===== src/rtl/fetch_ctrl_pkg.sv =====
// Shared definitions for the instruction-fetch controller.
package fetch_ctrl_pkg;

    typedef enum logic [1:0] {
        StFetch  = 2'd0,
        StDrain  = 2'd1,
        StIssue  = 2'd2,
        StHalted = 2'd3
    } fetch_state_e;

    localparam logic [15:0] RESET_PC  = 16'h0000;
    localparam logic [15:0] NOP_INSTR = 16'h0800;

endpackage


===== src/rtl/fetch_ctrl_if.sv =====
// Fetch controller bus: decode-side handshake plus instruction-memory port.
interface fetch_ctrl_if;
    import fetch_ctrl_pkg::*;

    logic        stall;
    logic        redirect;
    logic [15:0] redirect_pc;
    logic        halt;
    logic        mem_req;
    logic [15:0] mem_addr;
    logic [15:0] mem_rdata;
    logic        mem_done;
    logic [15:0] instr;
    logic        instr_valid;
    logic [15:0] pc_plus2;
    logic        halted;
    logic        err;

    // Fetch controller side
    modport master (
        input  stall, redirect, redirect_pc, halt, mem_rdata, mem_done,
        output mem_req, mem_addr, instr, instr_valid, pc_plus2, halted, err
    );

    // Decode / memory side
    modport slave (
        output stall, redirect, redirect_pc, halt, mem_rdata, mem_done,
        input  mem_req, mem_addr, instr, instr_valid, pc_plus2, halted, err
    );

endinterface


===== src/rtl/fetch_ctrl_pc_incr.sv =====
// 16-bit +2 incrementer; wraps 0xFFFE -> 0x0000.
module pc_incr (
    input  logic [15:0] pc_i,
    output logic [15:0] pc_plus2_o
);

    assign pc_plus2_o = pc_i + 16'd2;

endmodule


===== src/rtl/fetch_ctrl.sv =====
// Instruction-fetch controller: one outstanding memory request, registered
// instruction to decode, redirect with drain of an in-flight request, halt.
module fetch_ctrl
    import fetch_ctrl_pkg::*;
(
    input  logic           clk,
    input  logic           rst,
    fetch_ctrl_if.master   bus
);

    fetch_state_e state_q, state_d;
    logic [15:0]  fetch_addr_q, fetch_addr_d;
    logic [15:0]  pend_q, pend_d;
    logic [15:0]  instr_q, instr_d;
    logic [15:0]  pc_plus2_q, pc_plus2_d;
    logic [15:0]  fetch_addr_inc;

    pc_incr u_pc_incr (
        .pc_i       (fetch_addr_q),
        .pc_plus2_o (fetch_addr_inc)
    );

    // State and datapath registers
    always_ff @(posedge clk or posedge rst) begin
        if (rst) begin
            state_q      <= StFetch;
            fetch_addr_q <= RESET_PC;
            pend_q       <= RESET_PC;
            instr_q      <= NOP_INSTR;
            pc_plus2_q   <= RESET_PC + 16'd2;
        end else begin
            state_q      <= state_d;
            fetch_addr_q <= fetch_addr_d;
            pend_q       <= pend_d;
            instr_q      <= instr_d;
            pc_plus2_q   <= pc_plus2_d;
        end
    end

    // Next-state and datapath update
    always_comb begin
        state_d      = state_q;
        fetch_addr_d = fetch_addr_q;
        pend_d       = pend_q;
        instr_d      = instr_q;
        pc_plus2_d   = pc_plus2_q;
        unique case (state_q)
            StFetch: begin
                if (bus.mem_done) begin
                    if (bus.redirect) begin
                        fetch_addr_d = bus.redirect_pc;
                    end else begin
                        instr_d      = bus.mem_rdata;
                        pc_plus2_d   = fetch_addr_inc;
                        fetch_addr_d = fetch_addr_inc;
                        state_d      = StIssue;
                    end
                end else if (bus.redirect) begin
                    pend_d  = bus.redirect_pc;
                    state_d = StDrain;
                end
            end
            StDrain: begin
                // Latest redirect wins, including one arriving with mem_done
                if (bus.redirect) begin
                    pend_d = bus.redirect_pc;
                end
                if (bus.mem_done) begin
                    fetch_addr_d = bus.redirect ? bus.redirect_pc : pend_q;
                    state_d      = StFetch;
                end
            end
            StIssue: begin
                if (bus.redirect) begin
                    fetch_addr_d = bus.redirect_pc;
                    state_d      = StFetch;
                end else if (!bus.stall && bus.halt) begin
                    state_d = StHalted;
                end else if (!bus.stall) begin
                    state_d = StFetch;
                end
            end
            StHalted: state_d = StHalted;
            default:  state_d = StFetch;
        endcase
    end

    // Outputs decoded from state; rst gates the request so it drops at once
    always_comb begin
        bus.mem_req     = ((state_q == StFetch) || (state_q == StDrain)) && !rst;
        bus.mem_addr    = fetch_addr_q;
        bus.instr       = instr_q;
        bus.instr_valid = (state_q == StIssue);
        bus.pc_plus2    = pc_plus2_q;
        bus.halted      = (state_q == StHalted);
        bus.err         = bus.mem_done && !bus.mem_req;
    end

endmodule

===== src/flat_wrapper.sv =====
// flat-port wrapper written by rule: the top's interface ports become plain ports
module fetch_ctrl_flat import fetch_ctrl_pkg::*;
  (clk, rst, bus_stall, bus_redirect, bus_redirect_pc, bus_halt, bus_mem_rdata, bus_mem_done, bus_mem_req, bus_mem_addr, bus_instr, bus_instr_valid, bus_pc_plus2, bus_halted, bus_err);
  fetch_ctrl_if bus_i ();
  input  logic clk;
  input  logic rst;
  input wire logic [$bits(bus_i.stall)-1:0] bus_stall;
  input wire logic [$bits(bus_i.redirect)-1:0] bus_redirect;
  input wire logic [$bits(bus_i.redirect_pc)-1:0] bus_redirect_pc;
  input wire logic [$bits(bus_i.halt)-1:0] bus_halt;
  input wire logic [$bits(bus_i.mem_rdata)-1:0] bus_mem_rdata;
  input wire logic [$bits(bus_i.mem_done)-1:0] bus_mem_done;
  output wire logic [$bits(bus_i.mem_req)-1:0] bus_mem_req;
  output wire logic [$bits(bus_i.mem_addr)-1:0] bus_mem_addr;
  output wire logic [$bits(bus_i.instr)-1:0] bus_instr;
  output wire logic [$bits(bus_i.instr_valid)-1:0] bus_instr_valid;
  output wire logic [$bits(bus_i.pc_plus2)-1:0] bus_pc_plus2;
  output wire logic [$bits(bus_i.halted)-1:0] bus_halted;
  output wire logic [$bits(bus_i.err)-1:0] bus_err;
  assign bus_i.stall = bus_stall;
  assign bus_i.redirect = bus_redirect;
  assign bus_i.redirect_pc = bus_redirect_pc;
  assign bus_i.halt = bus_halt;
  assign bus_i.mem_rdata = bus_mem_rdata;
  assign bus_i.mem_done = bus_mem_done;
  assign bus_mem_req = bus_i.mem_req;
  assign bus_mem_addr = bus_i.mem_addr;
  assign bus_instr = bus_i.instr;
  assign bus_instr_valid = bus_i.instr_valid;
  assign bus_pc_plus2 = bus_i.pc_plus2;
  assign bus_halted = bus_i.halted;
  assign bus_err = bus_i.err;
  fetch_ctrl u_core (.clk(clk), .rst(rst), .bus(bus_i));
endmodule

===== config.mk =====
export PLATFORM = sky130hd
export DESIGN_NAME = fetch_ctrl_flat
export DESIGN_NICKNAME = d
export VERILOG_FILES = /design/src/rtl/fetch_ctrl_pkg.sv /design/src/rtl/fetch_ctrl_if.sv /design/src/rtl/fetch_ctrl_pc_incr.sv /design/src/rtl/fetch_ctrl.sv /design/src/flat_wrapper.sv
export SDC_FILE = /design/constraint.sdc
export NUM_CORES = 1
export LEC_CHECK = 0
export ABC_AREA = 1
export BUFFER_PORTS_ARGS = -buffer_cell sky130_fd_sc_hd__buf_2
export CAP_MARGIN = 20
export CORE_UTILIZATION = 35
export DETAILED_ROUTE_END_ITERATION = 12
export PLACE_DENSITY = 0.66
export SLEW_MARGIN = 5
export SYNTH_ARGS = -nofsm -noshare
export SYNTH_HDL_FRONTEND = slang
export SYNTH_SLANG_ARGS = --single-unit

===== constraint.sdc =====
create_clock -name clk -period 3.45 [get_ports clk]
set_input_delay 0.69 -clock clk [delete_from_list [all_inputs] [get_ports clk]]
set_output_delay 0.69 -clock clk [all_outputs]
set_load 0.01 [all_outputs]

=== Yosys cells after proc, flatten, opt, wreduce, memory -nomap -nowiden ===
Cells that the tools add are included.

* Add/subtract/negate cells: 1
* Shift-type cells: 0
* Bitwise operators: 1
* $mul: 0
* Reduce and logical (&&, ||, !) cells: 14
* Divide/modulo/power cells: 0
* Equal/unequal tests: 10
* Magnitude comparators: 0
* Muxes and demuxes: 16

{| class="wikitable"
|+ Operator list
! kind !! number
|-
| $mux 16 || 6
|-
| $pmux 16 s3 || 1
|-
| $pmux 16 s2 || 1
|-
| $add 16x2->16 const B || 1
|-
| $mux 2 || 7
|-
| $ne 2x2->1 const B || 4
|-
| $pmux 2 s4 || 1
|-
| $reduce_and 4->1 || 2
|-
| $ne 3x3->1 const B || 2
|-
| $eq 2x2->1 const B || 2
|-
| $ne 4x3->1 const B || 1
|-
| $logic_and 1x1->1 || 3
|-
| $logic_not 1->1 || 3
|-
| $reduce_and 3->1 || 1
|-
| $reduce_bool 3->1 || 1
|-
| $eq 2x1->1 const B || 1
|-
| $logic_not 2->1 || 1
|-
| $reduce_and 2->1 || 1
|-
| $reduce_bool 2->1 || 1
|-
| $logic_or 1x1->1 || 1
|-
| $not 1->1 || 1
|}

* Memory bits (read-only): 0
* Output and inout bits: 52
* Bits in latches: 0
* Input port bits: 38
* Memory bits (writable): 0
* Memories kept: 0
* Register bits: 66
* Word-level logic and storage cells: 47

=== Longest topological paths before layout ===
Gate-level depths: netlist of run 1.

* Depth after elaboration: 5
* Depth in mapped cells: 12
* Mapped depth without buffers: 10

=== Modules after synthesis ===
From an unflattened synthesis of run 1, not the netlist that was laid out.

* Cell total of the unflattened synthesis: 516
* Area, all modules: 3769.9 um^2

{| class="wikitable"
|+ Modules (own cells, without submodules)
! module !! instances !! area an instance (um^2) !! seq. area each (um^2) !! cells an instance
|-
| fetch_ctrl || 1 || 3400.8 || 1654.1 || 445
|-
| pc_incr || 1 || 369.1 || 0.0 || 71
|}

=== Worst setup path after synthesis of run 1 ===
OpenSTA, ideal clock, no wires.

* Kind: reg2out
* From: register u_core.state_q[1]
* To: output bus_err
* Arrival: 1.120 ns
* Buffers on the path: 1
* Stages on the path, launching flop included: 7
* Slack: 1.640 ns
* Data required time: 2.760 ns
* Path through: dfrtp_1 -> inv_1 -> ha_1 -> buf_6 -> nor2_4 -> nor2_1 -> nor2_1

* Word-level cells in the longest chain between the ends: 5
* Elaborated cells between the ends (all ways): 6
* Classes of those cells: eq/ne: 1; reduce/logical: 5

{| class="wikitable"
|+ RTL lines
! what !! line !! text
|-
| start: declaration || fetch_ctrl.sv:11 || <nowiki>fetch_state_e state_q, state_d;</nowiki>
|-
| start signal: assignment || fetch_ctrl.sv:26 || <nowiki>state_q <= StFetch;</nowiki>
|-
| start signal: assignment || fetch_ctrl.sv:32 || <nowiki>state_q <= state_d;</nowiki>
|-
| $eq 2x1->1 or $logic_not 2->1 (tied branches) || fetch_ctrl.sv:90 || <nowiki>bus.mem_req = ((state_q == StFetch) || (state_q == StDrain)) && !rst;</nowiki>
|-
| $logic_or 1x1->1 * || fetch_ctrl.sv:90 ||
|-
| $logic_and 1x1->1 * || fetch_ctrl.sv:90 ||
|-
| via bus_mem_req || flat_wrapper.sv:13 || <nowiki>output wire logic [$bits(bus_i.mem_req)-1:0] bus_mem_req;</nowiki>
|-
| $logic_not 1->1 * || fetch_ctrl.sv:96 || <nowiki>bus.err = bus.mem_done && !bus.mem_req;</nowiki>
|-
| $logic_and 1x1->1 * || fetch_ctrl.sv:96 ||
|-
| end: declaration || flat_wrapper.sv:19 || <nowiki>output wire logic [$bits(bus_i.err)-1:0] bus_err;</nowiki>
|}

Mark *: on every way through the listed nets, which the timed path passes. The rest lies on a longest branch.

=== Worst setup path in the final report of run 1 ===
* From: register u_core.state_q[1]
* To: output bus_err

* Word-level cells in the longest chain between the ends: 5
* Elaborated cells between the ends (all ways): 6
* Classes of those cells: eq/ne: 1; reduce/logical: 5

{| class="wikitable"
|+ RTL lines
! what !! line
|-
| $eq 2x1->1 or $logic_not 2->1 (tied branches) || fetch_ctrl.sv:90
|-
| $logic_or 1x1->1 * || fetch_ctrl.sv:90
|-
| $logic_and 1x1->1 * || fetch_ctrl.sv:90
|-
| $logic_not 1->1 * || fetch_ctrl.sv:96
|-
| $logic_and 1x1->1 * || fetch_ctrl.sv:96
|}

Mark *: on every way between the ends. The rest lies on a longest branch, timed or not.

==> metrics, run 1 <==
area grow syn2layout 19.0%; top cell type's share of synthesized area 44.3%; wire per inst 12.8 µm; Critical Path RT 2.76 ns; synth top area cells dfrtp_1, nand2_1, o21ai_0, a21oi_1, inv_1; placed insts 691; Die Y 104 µm; IO Pins 90; RR Startpoint u_core.state_q[1]; crit path time final 2.60 ns; Detail Placement HPWL 6630 µm; top cells by count, synth nand2_1, dfrtp_1, o21ai_0; Hold Vio Cnt, Final 0; core outline area 9910 µm²; post-synthesis cell area 3620 µm²; Critical Path Most Common Cell nor2_1; CP max FO 17; clock tree buffer depth 2; Die Wd 104 µm; Worst path depth 6; largest area contributor in the synthesized netlist dfrtp_1; RSZ-0062 raised after global routing no; initial antenna violation count 0; GPL Wtd Cong 0.797; Root Buffer clkbuf_8; Max Clock Skew 0.00980 ns; Initial DRC Count 191; LEAKAGE 2.30 nW; WL met2 3990 µm; crit end category primary output; Reg2Reg Depth 9; measured slew at the worst slew-check pin 0.797 ns; Ant. Diodes 0; area post-placement 4120 µm²; share of flip-flops with an asynchronous set or reset 100%; CTS tree built; clock latency on the worst-skew pair 0.34 ns; clock tree sinks 66; Avg Inst Size Synth 7.38 µm²; row count 36; Design Area, Final 4310 µm²; Hold Path Class in2async; Mapped Cells 490; WS Path Type reg2out; DR pass1 iterations 7; register area share after synthesis 45.7%; Num CTS Buffers 9; final std cells w/o fill 708; buffers added on ports 89; CP max stage cell ha_1; Routed Antenna Nets 0; critical path startpoint u_core.state_q[1]; CP Cell Sequence inv_1 > ha_1 > nor2_4 > nor2_1 > nor2_1 > buf_2; Post-Route WL 9030 µm; Resize count post-CTS 0; DR DRC count 0; Worst EP arrival 1.91 ns; most instantiated library cell after synthesis nand2_1; Worst Path Buf+Inv 2; r2r setup slk 1.17 ns; Design Power 0.00414 W; Post-synth EDFFs 0; Peak Freq 384 MHz; final slew viol count 0; fin crit share 75.5%; Top Layer Used met4; dominant synthesized flop cell dfrtp_1; share of layout cells above drive strength 1 21.7%; highest ir drop seen on vdd 0.440 mV; status finished, final reports clean; reg2reg end u_core.bus.mem_addr[2]; Total Routing Usage GR 17.5%; largest net degree at the start of global routing 36; Final setup viols 0; TNS Setup 0 ns; final net count 613; Max-Cap Viols 0; metal3 WL 444 µm; H-tree levels 3; Synth Net Count 533; first-pass GRT wire length 15300 µm; critical path launch point type flop; global route total overflow 0; number of global-route vias before repair 3207; CP top delay family adder cells; Die Area 10700 µm²; vias post-DR 3287; number of setup buffers added after CTS 0; Ys Warns 0; Worst Setup EP bus_err; # hold bufs at CTS 0; Critical Path Max Stage Delay 0.62 ns; Synth Register Bits 66; Met1 Routed Length 4480 µm; Yosys cell types 29; max_slew headroom 46.9%; Power Density 962 nW/µm²; CTS clk-pin slew, worst paths 0.08 ns; Initial Util 36.5%; vias per inst 4.64
[layout make-up]
cell class,count,area [µm²]
Clock buffer,10,128
Tap cell,133,166
Sequential cell,66,1650
Timing Repair Buffer,94,490
Clock inverter,6,43.8
Inverter,36,140
Fill cell,1029,5600
Multi-Input combinational cell,363,1680
[worst reg2reg max path, cell delays in order, from the launching register on]
cell     delay, ns
dfrtp_1       0.40
inv_1         0.14
ha_1          0.62
nand2_1       0.22
nand3_4       0.15
nor2_4        0.06
inv_4         0.24
a21oi_1       0.09
o21ai_0       0.13
nand2_1       0.10
[where the power goes]
| group | switching (W) | total, W | internal, W |
|---|---|---|---|
| sequential | 0.000254 | 0.00141 | 0.00116 |
| clock | 0.000305 | 0.000566 | 0.000261 |
| combinational | 0.00139 | 0.00216 | 0.000776 |
[placed cells by master (no fill, tap or decap), types with 3 or more instances in the layout]
| master | instances |
|---|---|
| a21oi_1 | 28 |
| a21oi_2 | 5 |
| a22oi_1 | 9 |
| buf_2 | 89 |
| buf_4 | 4 |
| clkbuf_8 | 9 |
| clkinv_4 | 3 |
| dfrtp_1 | 64 |
| ha_1 | 5 |
| inv_1 | 32 |
| nand2_1 | 212 |
| nand3_1 | 22 |
| nand4_1 | 5 |
| nor2_1 | 20 |
| o21ai_0 | 38 |
| xnor2_1 | 4 |
| xor2_1 | 3 |
[metal layers]
metal,global-route usage [%],vias up
li1,-,1721
met4,7.04,0
met5,0,-
met1,24.1,1452
met3,3.21,13
met2,27.2,101
[state kept, by name (all words and copies together) (netlist names)]
name	flops
u_core.bus.instr	16
u_core.bus.mem_addr	16
u_core.bus.pc_plus2	16
u_core.pend_q	16
u_core.state_q	2
[stage by stage]
| stage | util, % | setup WS [ns] | hold WS [ns] |
|---|---|---|---|
| 6_report | 43.4 | 0.846 | 0.316 |
| 5_1_grt | 43.4 | 0.677 | 0.337 |
| 4_1_cts | 43.3 | 0.555 | 0.314 |
| 3_5_place_dp | 41.6 | 0.569 | 0.456 |
| 3_3_place_gp | 41.6 | 0.650 | 0.449 |
| 2_1_floorplan | - | 1.11 | 0.469 |
[kinds of logic after synthesis]
family	after synthesis	synth area share (%)
and+or+nand+nor	267	30.0
buffers and inverters	61	7.85
adders and majority gates	5	1.73
DFF	66	45.7
xor gates and xnor gates	7	1.69
AOI/OAI and AO/OA	84	13.0
[worst min path at each step]
stage	endpoint	slack, ns	depth (start not counted)
after floorplan	u_core.bus.instr[11]	0.47	2
after global placement	u_core.bus.instr[10]	0.45	2
after detailed placement	u_core.bus.instr[6]	0.46	2
after CTS	u_core.bus.mem_addr[13]	0.31	2
after global routing	u_core.bus.mem_addr[2]	0.34	2
final	u_core.pend_q[4]	0.32	2
Note: power is estimated with default switching activity, not from simulation.
==> inputs of run 2 (changes only) <==
==> constraint.sdc (replaced) <==
create_clock -name clk -period 2.6 [get_ports clk]
set_input_delay 0.52 -clock clk [delete_from_list [all_inputs] [get_ports clk]]
set_output_delay 0.52 -clock clk [all_outputs]
set_load 0.01 [all_outputs]
==> run 2 against run 1 <==
Compared with the run above: die area is the same; cell area grew 2.9%; core utilization grew 1.3 points; global-route usage grew 0.077 points; clock skew shrank 0.0030 ns; via count grew 1.1%; highest routed layer unchanged; sequential share of layout area shrank 1.1 points; power grew 43%; clock-buffer cell count is the same.
==> metrics, run 2 (synthesis results as in run 1) <==
area grow syn2layout 22.4%; Hold Path Class in2async; Die Wd 104 µm (unchanged); Peak Freq 476 MHz; Final setup viols 0 (unchanged); max_slew headroom 63.1% (+16 points); final net count 617 (+0.65%); Detail Placement HPWL 6620 µm (-0.13%); GR peak layer met2; Hold Vio Cnt, Final 0 (unchanged); CTS clk-pin slew, worst paths 0.07 ns (about the same); CTS tree built; clock tree sinks 66 (unchanged); GPL Wtd Cong 0.810 (+1.7%); # fillers 1012 (-1.7%); Critical Path RT 2.08 ns (-0.68 ns); first-pass GRT wire length 15200 µm (-0.63%); largest net degree at the start of global routing 36 (unchanged); DR DRC count 0 (unchanged); vias per inst 4.67 (+0.56%); met2 usage 26.5% (-0.72 points); highest ir drop seen on vdd 0.481 mV (+9.4%); core outline area 9910 µm² (unchanged); Max Clock Skew 0.00677 ns (-0.00303 ns); Reg2Reg Depth 8 (-1); status finished, final reports clean; WS Path Type reg2out; clock latency on the worst-skew pair 0.35 ns (about the same); commonest cells after routing, fill and taps aside nand2_1, buf_2, dfrtp_1, o21ai_0, inv_1; number of global-route vias before repair 3080 (-4.0%); area post-placement 4160 µm² (+0.91%); LEAKAGE 2.36 nW (+2.8%); vias post-DR 3324 (+1.1%); Num CTS Buffers 9 (unchanged); share of layout cells above drive strength 1 22.5% (+0.71 points); fin crit share 80.8%; Final Core Density 44.7% (+1.3 points); reg2reg end u_core.bus.mem_addr[1]; # hold bufs at CTS 0 (unchanged); initial antenna violation count 0 (unchanged); Max-Cap Viols 0 (unchanged); crit end category primary output; Root Buffer clkbuf_8; critical path launch point type flop; Initial DRC Count 252 (+32%); clock tree buffer depth 2 (unchanged); Die Y 104 µm (unchanged); number of setup buffers added after CTS 0 (unchanged); Ant. Diodes 0 (unchanged); Post-Route WL 8940 µm (-0.96%); RSZ-0062 raised after global routing no; Initial Util 36.5% (unchanged); Routed Antenna Nets 0 (unchanged); r2r setup slk 0.80 ns (-0.37 ns); buffers added on ports 89 (unchanged); TNS Setup 0 ns (unchanged); final slew viol count 0 (unchanged); most common cell after layout, fill and taps aside nand2_1; H-tree levels 3 (unchanged); worst setup margin 0.500 ns (-0.346 ns); Worst EP arrival 1.58 ns (-0.33 ns); global route total overflow 0 (unchanged); Total Routing Usage GR 17.6% (+0.077 points); setup slack at placement 0.684 ns (+0.115 ns); DR pass1 iterations 4 (-3); wire per inst 12.6 µm (-1.5%); Die Area 10700 µm² (unchanged); M3 GR Usage 4.03% (+0.82 points); M1 GR Usage 25.1% (+1.0 points); Resize count post-CTS 0 (unchanged); IO Pins 90 (unchanged); CP max FO 5 (-12); crit path time final 2.10 ns; Power Density 1340 nW/µm² (+39%); measured slew at the worst slew-check pin 0.553 ns (-0.244 ns); RR Startpoint u_core.state_q[0]; row count 36 (unchanged); Design Area, Final 4430 µm² (+2.9%)
-- run 2: cell type report --
type	instances	area, µm²	area share [%]
Multi-Input combinational cell	363	1680	38.0
Sequential cell	66	1650	37.3
Timing Repair Buffer	98	513	11.6
Tap cell	133	166	3.76
Inverter	36	140	3.16
Clock buffer	10	138	3.11
Clock inverter	6	136	3.08
-- run 2: worst max-delay path by stage --
stage                            from                       to  slack, ns
finish              u_core.state_q[1]                  bus_err       0.50
global route        u_core.state_q[1]                  bus_err       0.37
CTS                 u_core.state_q[1]                  bus_err       0.50
detailed placement       bus_redirect   u_core.bus.mem_addr[1]       0.68
global placement         bus_redirect  u_core.bus.mem_addr[10]       0.74
floorplan                         rst      u_core.bus.instr[0]       0.43
-- run 2: power by group --
part | leakage (nW) | total (W) | switching, W | internal, W
clock network | 0.133 | 0.00117 | 0.000405 | 0.000763
registers | 0.824 | 0.00188 | 0.000340 | 0.00154
logic | 1.41 | 0.00288 | 0.00183 | 0.00105
total | 2.36 | 0.00592 | 0.00257 | 0.00335
-- run 2: stage by stage --
| stage | instances | hold slack, ns | total power (W) |
|---|---|---|---|
| 6_report | 712 | 0.196 | 0.00592 |
| 5_1_grt | 712 | 0.223 | 0.00648 |
| 4_1_cts | 712 | 0.210 | 0.00596 |
| 3_5_place_dp | 696 | 0.456 | 0.00478 |
| 3_3_place_gp | 696 | 0.450 | 0.00473 |
| 2_1_floorplan | 490 | 0.469 | 0.00396 |
-- run 2: worst max-delay path, stage by stage (launching register included) --
cell and delay (ns):
dfrtp_1 0.40, inv_1 0.13, ha_1 0.30, nor2_4 0.06, nor2_1 0.15, nor2_1 0.05
buf_2 0.14
-- run 2: metal layers --
metal	share of wire [%]	wire length (µm)
met1	49	4380
met2	45	3990
met3	5.3	476
met4	1.0	89
met5	0	0
